==> src/rtl/reorder_buffer_pkg.sv <==
// Shared types for the reorder buffer and its neighbours (map table, RS, CDB).
// ROB tags are 1-based: slot i carries tag i+1, and tag 0 means "value is in
// the register file".
package reorder_buffer_pkg;

  localparam int ROB_SZ = 8;
  localparam int TAG_W  = $clog2(ROB_SZ + 1);
  localparam int PTR_W  = $clog2(ROB_SZ);
  localparam int DATA_W = 32;
  localparam int REG_W  = 5;

  typedef logic [TAG_W-1:0] ROB_TAG;

  typedef struct packed {
    logic [DATA_W-1:0] pc;
    logic [REG_W-1:0]  rd;
    logic [REG_W-1:0]  rs1;
    logic [REG_W-1:0]  rs2;
    logic              has_dest;
  } DP_PACKET;

  typedef struct packed {
    ROB_TAG            rob_tag;
    logic [DATA_W-1:0] value;
  } CDB_PACKET;

  typedef struct packed {
    ROB_TAG rob_tag;
  } MAP_PACKET;

  typedef struct packed {
    MAP_PACKET map_packet_a;
    MAP_PACKET map_packet_b;
  } MAP_ROB_PACKET;

  typedef struct packed {
    logic              valid;
    logic              complete;
    ROB_TAG            rob_tag;
    DP_PACKET          dp_packet;
    logic [DATA_W-1:0] value;
  } ROB_ENTRY;

  typedef struct packed {
    ROB_TAG   rob_tag;
    DP_PACKET dp_packet;
  } ROB_NEW_TAIL;

  typedef struct packed {
    ROB_TAG            rob_tag;
    DP_PACKET          dp_packet;
    logic [DATA_W-1:0] value;
  } ROB_HEAD;

  typedef struct packed {
    ROB_NEW_TAIL rob_new_tail;
    ROB_HEAD     rob_head;
    logic        retire_valid;
  } ROB_MAP_PACKET;

  typedef struct packed {
    logic [DATA_W-1:0] value_a;
    logic [DATA_W-1:0] value_b;
    logic              ready_a;
    logic              ready_b;
  } ROB_RS_PACKET;

  // Slot index to its (never zero) tag.
  function automatic ROB_TAG slot_to_tag(input logic [PTR_W-1:0] slot);
    return ROB_TAG'(slot) + ROB_TAG'(1);
  endfunction

  // Tag back to its slot; only meaningful for nonzero tags.
  function automatic logic [PTR_W-1:0] tag_to_slot(input ROB_TAG tag);
    ROB_TAG t;
    t = tag - ROB_TAG'(1);
    return t[PTR_W-1:0];
  endfunction

endpackage

==> src/rtl/reorder_buffer_operand_fwd.sv <==
// rob_operand_fwd: resolves one renamed source operand against the ROB.
// Priority: tag 0 (regfile) -> completed entry -> same-cycle CDB bypass.
module rob_operand_fwd
  import reorder_buffer_pkg::*;
(
  input  ROB_TAG                  tag,
  input  ROB_ENTRY [ROB_SZ-1:0]   entries,
  input  CDB_PACKET               cdb_packet,
  output logic                    ready,
  output logic [DATA_W-1:0]       value
);

  logic [PTR_W-1:0] slot;
  ROB_ENTRY         entry;

  // Tag lookup with CDB bypass for results broadcast this very cycle.
  always_comb begin
    slot  = tag_to_slot(tag);
    entry = entries[slot];
    ready = 1'b0;
    value = '0;
    if (tag == '0) begin
      ready = 1'b0;
    end else if (entry.valid && entry.complete) begin
      ready = 1'b1;
      value = entry.value;
    end else if (cdb_packet.rob_tag == tag) begin
      ready = 1'b1;
      value = cdb_packet.value;
    end
  end

endmodule

==> src/rtl/reorder_buffer.sv <==
// Circular in-order reorder buffer: allocates at tail on dispatch, records
// CDB results, retires the head in program order (at most one per cycle).
// Optional macro ROB_SQUASH_EN adds a 'squash' input that flushes the buffer
// like reset without touching other blocks.
module reorder_buffer
  import reorder_buffer_pkg::*;
(
  input  logic                  clock,
  input  logic                  reset,
  input  logic                  dispatch_valid,
  input  DP_PACKET              dp_packet,
  input  CDB_PACKET             cdb_packet,
  input  MAP_ROB_PACKET         map_rob_packet,
  output ROB_MAP_PACKET         rob_map_packet,
  output ROB_RS_PACKET          rob_rs_packet,
  output logic                  rob_full,
  output ROB_ENTRY [ROB_SZ-1:0] rob_dbg
`ifdef ROB_SQUASH_EN
  ,
  input  logic                  squash
`endif
);

  localparam logic [PTR_W-1:0] PTR_ONE    = PTR_W'(1);
  localparam ROB_TAG           FULL_COUNT = ROB_TAG'(ROB_SZ);

  // Control state (reset / squash cleared).
  logic [PTR_W-1:0]  head;
  logic [PTR_W-1:0]  tail;
  ROB_TAG            count;
  logic [ROB_SZ-1:0] valid_q;
  logic [ROB_SZ-1:0] complete_q;

  // Payload storage (never reset; qualified by valid_q).
  logic [DATA_W-1:0] value_q [ROB_SZ];
  DP_PACKET          dp_q    [ROB_SZ];

  logic             flush;
  logic             dispatch_fire;
  logic             retire_valid;
  logic             cdb_hit;
  logic [PTR_W-1:0] cdb_slot;

`ifdef ROB_SQUASH_EN
  assign flush = squash;
`else
  assign flush = 1'b0;
`endif

  assign rob_full      = (count == FULL_COUNT);
  assign dispatch_fire = dispatch_valid && !rob_full;
  assign retire_valid  = valid_q[head] && complete_q[head];
  assign cdb_slot      = tag_to_slot(cdb_packet.rob_tag);
  assign cdb_hit       = (cdb_packet.rob_tag != '0) && valid_q[cdb_slot];

  // Pointer, count and per-entry status bits; retire is coded after the CDB
  // write so it wins if both touch the head slot.
  always_ff @(posedge clock) begin
    if (reset || flush) begin
      head       <= '0;
      tail       <= '0;
      count      <= '0;
      valid_q    <= '0;
      complete_q <= '0;
    end else begin
      if (cdb_hit) begin
        complete_q[cdb_slot] <= 1'b1;
      end
      if (retire_valid) begin
        valid_q[head]    <= 1'b0;
        complete_q[head] <= 1'b0;
        head             <= head + PTR_ONE;
      end
      if (dispatch_fire) begin
        valid_q[tail]    <= 1'b1;
        complete_q[tail] <= 1'b0;
        tail             <= tail + PTR_ONE;
      end
      case ({dispatch_fire, retire_valid})
        2'b10:   count <= count + ROB_TAG'(1);
        2'b01:   count <= count - ROB_TAG'(1);
        default: count <= count;
      endcase
    end
  end

  // Payload capture: instruction on dispatch, result on CDB hit.
  always_ff @(posedge clock) begin
    if (cdb_hit) begin
      value_q[cdb_slot] <= cdb_packet.value;
    end
    if (dispatch_fire) begin
      value_q[tail] <= '0;
      dp_q[tail]    <= dp_packet;
    end
  end

  // Assemble the entry view consumed by forwarding and debug.
  always_comb begin
    for (int i = 0; i < ROB_SZ; i++) begin
      rob_dbg[i].valid     = valid_q[i];
      rob_dbg[i].complete  = complete_q[i];
      rob_dbg[i].rob_tag   = slot_to_tag(PTR_W'(i));
      rob_dbg[i].dp_packet = dp_q[i];
      rob_dbg[i].value     = value_q[i];
    end
  end

  // Map-table facing view of the tail (allocation) and head (retirement).
  always_comb begin
    rob_map_packet.rob_new_tail.rob_tag   = slot_to_tag(tail);
    rob_map_packet.rob_new_tail.dp_packet = dp_packet;
    rob_map_packet.rob_head.rob_tag       = slot_to_tag(head);
    rob_map_packet.rob_head.dp_packet     = dp_q[head];
    rob_map_packet.rob_head.value         = value_q[head];
    rob_map_packet.retire_valid           = retire_valid;
  end

  rob_operand_fwd u_fwd_a (
    .tag        (map_rob_packet.map_packet_a.rob_tag),
    .entries    (rob_dbg),
    .cdb_packet (cdb_packet),
    .ready      (rob_rs_packet.ready_a),
    .value      (rob_rs_packet.value_a)
  );

  rob_operand_fwd u_fwd_b (
    .tag        (map_rob_packet.map_packet_b.rob_tag),
    .entries    (rob_dbg),
    .cdb_packet (cdb_packet),
    .ready      (rob_rs_packet.ready_b),
    .value      (rob_rs_packet.value_b)
  );

endmodule

==> config.mk <==
export PLATFORM = sky130hd
export DESIGN_NAME = reorder_buffer
export DESIGN_NICKNAME = d
export VERILOG_FILES = /design/src/rtl/reorder_buffer_pkg.sv /design/src/rtl/reorder_buffer_operand_fwd.sv /design/src/rtl/reorder_buffer.sv
export SDC_FILE = /design/constraint.sdc
export NUM_CORES = 1
export LEC_CHECK = 0
export CAP_MARGIN = 10
export CORE_AREA = 2 2 380 382
export CTS_CLUSTER_DIAMETER = 30
export DETAILED_ROUTE_END_ITERATION = 12
export DIE_AREA = 0 0 382 384
export GPL_ROUTABILITY_DRIVEN = 1
export MAX_ROUTING_LAYER = met4
export PLACE_DENSITY = 0.47
export SKIP_CTS_REPAIR_TIMING = 1
export SYNTH_ARGS = -nofsm -noshare
export SYNTH_HDL_FRONTEND = slang
export SYNTH_SLANG_ARGS = --single-unit
==> constraint.sdc <==
create_clock -name clock -period 9 [get_ports clock]
set_input_delay 1.8 -clock clock [delete_from_list [all_inputs] [get_ports clock]]
set_output_delay 1.8 -clock clock [all_outputs]
set_load 0.02 [all_outputs]
== Yosys cells after proc, flatten, opt, wreduce, memory -nomap -nowiden ==
Memories as Yosys holds them, arrays and structs flattened. A register that Yosys moved wholly into a read port is not among the register bits.
Index checks and enable logic that the tools add are counted.
W data, S select, Z words.
Word-level totals
  flip-flop bits (word level): 26
  memory bits (writable): 640
  output and inout bits: 892
  logic and storage cells: 94
  memories: 2
Cells by class
  $add $sub $neg: 9
  $lt $le $gt $ge: 8
  eq/ne operators: 5
  mux-type cells: 45
  bitwise logic cells: 7
  reduce and logical (&&, ||, !) cells: 13
Memory list
  dp_q: words 8, width 48, rd ports 9, clocked after memory_dff 1, wr ports 1, RTL line reorder_buffer.sv:36  | DP_PACKET dp_q [ROB_SZ];
  value_q: words 8, width 32, rd ports 9, clocked after memory_dff 1, wr ports 2, RTL line reorder_buffer.sv:35  | logic [DATA_W-1:0] value_q [ROB_SZ];
Operators by type and width (number)
  $bmux W86 S3: 2
  $mux W32: 6
  $mux W86: 2
  $mux W8: 8
  $and A8 B8 Y8: 3
  $lt A3 B4 Y1 const B: 5
  $mux W1: 16
  $not A8 Y8: 2
  $or A8 B8 Y8: 2
  $mux W3: 4
  $bmux W1 S3: 3
  $demux W1 S3: 3
  $ge A3 B1 Y1 const B: 3
  $sub A3 B1 Y3 const B: 3
  $add A3 B1 Y4 const B: 2
  $eq A4 B4 Y1: 2
  $logic_and A1 B1 Y1: 8
  $logic_not A4 Y1: 2
  $pmux W4 S2: 1
  $add A3 B1 Y3 const B: 2
  $add A4 B1 Y4 const B: 1
  $eq A4 B4 Y1 const B: 1
  $reduce_bool A4 Y1: 1
  $sub A4 B1 Y4 const B: 1
  other kinds (4): 4

== Depth between registers and ports, before layout ==
Gate-level depths: netlist (run 1).
  word-level depth: 13
  mapped depth: 14
  depth with buffers taken out: 11

== Modules after synthesis ==
A second synthesis (run 1) with hierarchy kept.
Second synthesis, totals
  cell total of the unflattened synthesis: 2661
  area total of the unflattened synthesis: 32996.6 µm²
By module, submodules not included
  reorder_buffer: instances 1, cells an instance 2095, area an instance 27684.1 µm²
  rob_operand_fwd: instances 2, cells an instance 283, area an instance 2656.3 µm²

== Worst setup path after synthesis (run 1) ==
No wires, ideal clock.
  path type: input -> output
  from: in map_rob_packet[0] (netlist name)
  to: out rob_rs_packet[10] (netlist name)
  arrival time: 4.163 ns
  required time: 7.200 ns
  path slack: 3.037 ns
  stages on the path: 10
  path through: buf_4 buf_4 buf_4 inv_1 ha_1 xor2_1 mux4_2 buf_4 mux2_1 nor2_1
RTL lines
  start: declaration: RTL line reorder_buffer.sv:13  | input MAP_ROB_PACKET map_rob_packet,
  end: declaration: RTL line reorder_buffer.sv:15  | output ROB_RS_PACKET rob_rs_packet,

==> results.json, run 1 <==
{
  "drt_iter0_markers": 2159,
  "max-vdd-ir-drop_mv": 0.162,
  "synth_warnings": 0,
  "layout_commonest_cell": "clkdlybuf4s50_1",
  "fillers": 13976,
  "power_mw": 11.1,
  "nets": 3597,
  "dp_cells": 5209,
  "grt-ovfl-total": 0,
  "start_util_pct": 22.9,
  "max_stage_delay_ps": 1070,
  "endpoint_kind": "output pin",
  "area_delta_synth_final_pct": 53.7,
  "clk_latency_ps": 790,
  "power.density_nw_per_um2": 221,
  "cp_slowest_cell": "mux4_2",
  "cts_tree": "done",
  "drive_gt1_share_pct": 21.1,
  "stdcell_area_um2": 50300,
  "ant_nets": 0,
  "synth_seq_area_share_pct": 52.7,
  "final_util_pct": 35.2,
  "fin_skew_ps": 59.6,
  "fmax_mhz": 134,
  "p_clk_share_pct": 60.5,
  "dpl_worst_slack_ps": 1510,
  "ios": 987,
  "slew_violations": 0,
  "drtPass1Iterations": 7,
  "drc": 0,
  "switchingPower_mw": 2.76,
  "crit_type": "in -> out",
  "die-area_um2": 147000,
  "synthCells": 2582,
  "period_share_pct": 83.2,
  "syn_area_um2": 32700,
  "startpoint_type": "input port",
  "comb_power_share_pct": 8.6,
  "avgSynthCellArea_um2": 12.7,
  "critical_path_arrival_ps": 5690,
  "synth-edff-count": 384,
  "vias": 26820,
  "reg2reg_depth": 12,
  "status": "finished clean",
  "cts_root_buf": "clkbuf_16",
  "port_buffers": 954,
  "slew_headroom_pct": 17.2,
  "grt_max_degree": 89,
  "clkTransAtPathRegs_ps": 40,
  "cp_common_cell": "clkdlybuf4s50_1",
  "cap_violations": 0,
  "hold_depth": 2,
  "synth_seq_cells": 669,
  "row_count": 139,
  "cts.path.max_buffers": 3,
  "setup_viol": 0,
  "wl_per_cell_um": 30.1,
  "crit_fanout": 33,
  "async_flop_share_pct": 0,
  "routed_wl_um": 167000,
  "grt_pass1_wl_um": 228000,
  "register_area_um2": 17200,
  "switching_share_pct": 24.8,
  "cts_made_buffers": 185,
  "synth_cell_types": 46,
  "antenna_found_initial": 5,
  "place_hpwl_um": 118000,
  "crit_chain": "clkdlybuf4s50_1 > inv_1 > ha_4 > mux4_2 > mux2_1 > nor2_1 > clkdlybuf4s50_1",
  "die_w_um": 382,
  "whs_ps": 501,
  "seqPwrFrac_pct": 30.9,
  "dpl_cell_area_um2": 43800,
  "hp-class": "reg -> reg",
  "avgViaCountPerCell": 4.83,
  "ys.flop_type": "edfxtp_1",
  "required_ps": 7200,
  "rsz0062_at_grt": "no",
  "core-area_um2": 143000,
  "multi_input_area_um2": 14100,
  "clock_sinks": 669,
  "cellLeakagePower_nw": 16.8,
  "hold_viol_final": 0,
  "htreeDepth": 4,
  "fin_tns_setup_ps": 0,
  "grt_usage_pct": 22.7,
  "setup_slack_ps": 1510,
  "fp.dieH_um": 384,
  "intPower_mw": 8.37,
  "period_minus_slack_ps": 7490,
  "final_cells": 5555,
  "grt_pass1_vias": 26847,
  "worstMarginPinSlew_ps": 1240,
  "gp_congestion": 0.854,
  "mostFrequentLayoutCells": "clkdlybuf4s50_1, nand2_1, edfxtp_1, mux4_2, dfxtp_1"
}
-- layer usage --
layer / wire length [µm] / share of wire (%) / vias up / track usage [%]
met1: 62700 / 38 / 14016 / 25.2
met3: 17000 / 10 / 178 / 8.80
met4: 3370 / 2.0 / 0 / 5.56
met2: 84000 / 50 / 1306 / 38.2
li1: - / - / 11320 / -
met5: 0 / 0 / - / -
-- registers in the layout (all words and copies together) (netlist names), named ones only --
signal / count
complete_q: 8
dp_q: 384
tail: 3
value_q: 256
head: 3
count: 4
valid_q: 8
-- final timing paths --
check,startpoint,end,slack (ps)
min reg2reg,value_q[7][7],value_q[7][7],500
min,value_q[7][7],value_q[7][7],500
max reg2reg,head[0],count[2],5340
max,map_rob_packet[1],rob_rs_packet[26],1510
-- worst max-delay path: cells and delay by family --
| kind | cells | cell delay (ps) |
|---|---|---|
| mux | 2 | 1590 |
| fa+ha+maj | 1 | 670 |
| simple gates | 1 | 290 |
| buf+inv | 3 | 1260 |
-- synthesized netlist by cell type, types with 8 or more instances --
cell type	count	share of area [%]
buf_1	15	0.17
mux2i_1	74	2.3
inv_1	12	0.14
nor2_1	107	1.2
mux4_2	290	20
xor2_1	17	0.45
ha_1	9	0.34
nand2_1	593	6.8
dfxtp_1	285	17
o21ai_0	8	0.12
clkbuf_1	128	1.5
edfxtp_1	384	35
mux2_1	64	2.2
mux2_2	84	2.9
buf_2	57	0.87
a21oi_1	264	4.0
nand3_1	13	0.20
buf_4	102	2.3
-- area by class of cell --
cell class              count  share of cell area [%]
diodes                      5                  0.0249
clock buffers             221                    9.74
clock inverters           120                    3.23
inverters                  12                  0.0896
multi-input cells        1626                    28.1
flip-flops and latches    669                    34.3
well taps                1903                    4.74
repair buffers            999                    19.8
-- cell families after synthesis --
group / count (synthesis) / synth area share [%]
AND/OR/NAND/NOR: 756 / 9.24
flip-flops: 669 / 52.7
multiplexers: 512 / 27.3
buffers and inverters: 317 / 5.09
AO/OA/AOI/OAI: 298 / 4.81
XOR/XNOR: 19 / 0.509
adder cells (fa/ha/maj): 9 / 0.344
other: 2 / 0.0229
-- power by group through the flow --
stage,sequential [mW],combinational [mW],clock (mW)
after floorplan,3.54,0.412,0
after global placement,3.49,0.968,0
after detailed placement,3.49,0.969,0
after CTS,3.44,0.973,6.82
after global routing,3.45,1.00,7.01
final,3.44,0.959,6.73
Note: power is estimated with default switching activity, not from simulation.
==> run 2, diff against run 1 <==
- PLACE_DENSITY: 0.47 -> 0.49
- clock period: 9 -> 6.87 ns (I/O delays scaled with it)
==> results.json, run 2 (synthesis gave the netlist of run 1 again) <==
{
  "status": "finished, violations left",
  "violations": "DRC",
  "cellLeakagePower_nw": 16.9,
  "antenna_found_initial": 8,
  "cts_tree": "done",
  "slew_violations": 0,
  "avgViaCountPerCell": 4.82,
  "dp_cells": 5224,
  "dpl_worst_slack_ps": 951,
  "crit_type": "in -> out",
  "fillers": 13986,
  "power.density_nw_per_um2": 291,
  "setup_slack_ps": 947,
  "grt_usage_pct": 22.5,
  "start_util_pct": 22.9,
  "die_w_um": 382,
  "port_buffers": 954,
  "required_ps": 5500,
  "hold_viol_final": 0,
  "ant_nets": 0,
  "period_share_pct": 86.2,
  "setup_viol": 0,
  "cts.path.max_buffers": 3,
  "mostFrequentLayoutCells": "clkdlybuf4s50_1, nand2_1, edfxtp_1, mux4_2, dfxtp_1",
  "rrSetupSlack_ps": 3400,
  "cts_made_buffers": 187,
  "largest_register_ffs": 384,
  "core-area_um2": 143000,
  "reg2reg_depth": 12,
  "crit_path_start": "map_rob_packet[1]",
  "endpoint_kind": "output pin",
  "crit_fanout": 26,
  "r2r-start": "head[0]",
  "die-area_um2": 147000,
  "grt_max_degree": 66,
  "area_delta_synth_final_pct": 54.7,
  "register_area_um2": 17200,
  "wl_per_cell_um": 29.6,
  "place_hpwl_um": 119000,
  "startpoint_type": "input port",
  "fmax_mhz": 169,
  "grt_pass1_wl_um": 226000,
  "slew_headroom_pct": 23.5,
  "gp_congestion": 0.841,
  "htreeDepth": 4,
  "ios": 987,
  "regMostFlops": "dp_q",
  "drtPass1Iterations": 11,
  "worstMarginPinSlew_ps": 1150,
  "grt-ovfl-total": 0,
  "grt_pass1_vias": 26909,
  "max-vdd-ir-drop_mv": 0.213,
  "cts_root_buf": "clkbuf_16",
  "clk_latency_ps": 780,
  "drc": 4,
  "drive_gt1_share_pct": 21.7,
  "crit_end": "rob_rs_packet[30]",
  "row_count": 139,
  "clkTransAtPathRegs_ps": 40,
  "period_minus_slack_ps": 5920,
  "critical_path_arrival_ps": 4550,
  "vias": 26906,
  "layout_commonest_cell": "clkdlybuf4s50_1",
  "top_regs": "dp_q: 384 flops, value_q: 256 flops",
  "nets": 3614,
  "rsz0062_at_grt": "no",
  "min_from": "value_q[6][6]",
  "routed_wl_um": 165000,
  "fin_skew_ps": 66.9,
  "drt_iter0_markers": 2078,
  "final_cells": 5579,
  "reg2reg_to": "count[2]",
  "fp.dieH_um": 384,
  "cap_violations": 0,
  "hp-class": "reg -> reg",
  "clock_sinks": 669,
  "fin_tns_setup_ps": 0,
  "multi_input_area_um2": 14100
}
run 2: cell types whose count changed in the layout (fill, tap and decap cells not counted), moves of 3 or more:
cell | before | now
buf_12 | 6 | 17
inv_6 | 2 | 5
clkbuf_8 | 11 | 16
buf_4 | 41 | 45
clkbuf_1 | 24 | 18
run 2: layer usage:
metal  GRT usage [%]  routed length (µm)  vias to the layer above  share of wire [%]
met2            37.1               81800                     1418                 50
met1            26.0               63800                    13951                 39
met5               -                   0                        -                  0
met3            7.79               16100                      185                9.8
li1                -                   -                    11352                  -
met4            5.79                3480                        0                2.1
run 2: worst min-delay path by stage:
stage | endpoint | depth (start not counted)
3_5_place_dp | value_q[1][4] | 2
3_3_place_gp | value_q[7][13] | 2
4_1_cts | value_q[1][4] | 2
6_report | value_q[6][6] | 2
2_1_floorplan | count[3] | 2
5_1_grt | value_q[1][4] | 2
run 2: worst max-delay path, stage by stage:
cell	delay, ps
clkdlybuf4s50_1	540
inv_1	100
ha_4	300
mux4_2	680
buf_12	240
mux2_1	360
nor2_1	210
clkdlybuf4s50_1	660
run 2: power breakdown:
| group | total, mW | switching (mW) | internal [mW] |
|---|---|---|---|
| sequential | 4.51 | 0.142 | 4.37 |
| combinational | 1.25 | 0.709 | 0.542 |
| clock | 8.97 | 2.84 | 6.13 |
run 2: stage by stage:
step	total power [mW]	util (%)	hold slack [ps]	cell area, µm²
2_1_floorplan	5.18	-	476	32800
3_3_place_gp	5.83	30.8	486	44000
3_5_place_dp	5.83	30.8	495	44000
4_1_cts	14.8	35.4	500	50600
5_1_grt	15.1	35.5	516	50600
6_report	14.7	35.5	502	50600
run 2: final cells by class:
type / count / share of cell area, %
Clock inverter: 127 / 3.20
Clock buffer: 222 / 9.86
Multi-Input combinational cell: 1626 / 27.9
Timing Repair Buffer: 1014 / 20.2
Antenna cell: 6 / 0.0297
Sequential cell: 669 / 34.1
Inverter: 12 / 0.0890
Tap cell: 1903 / 4.70
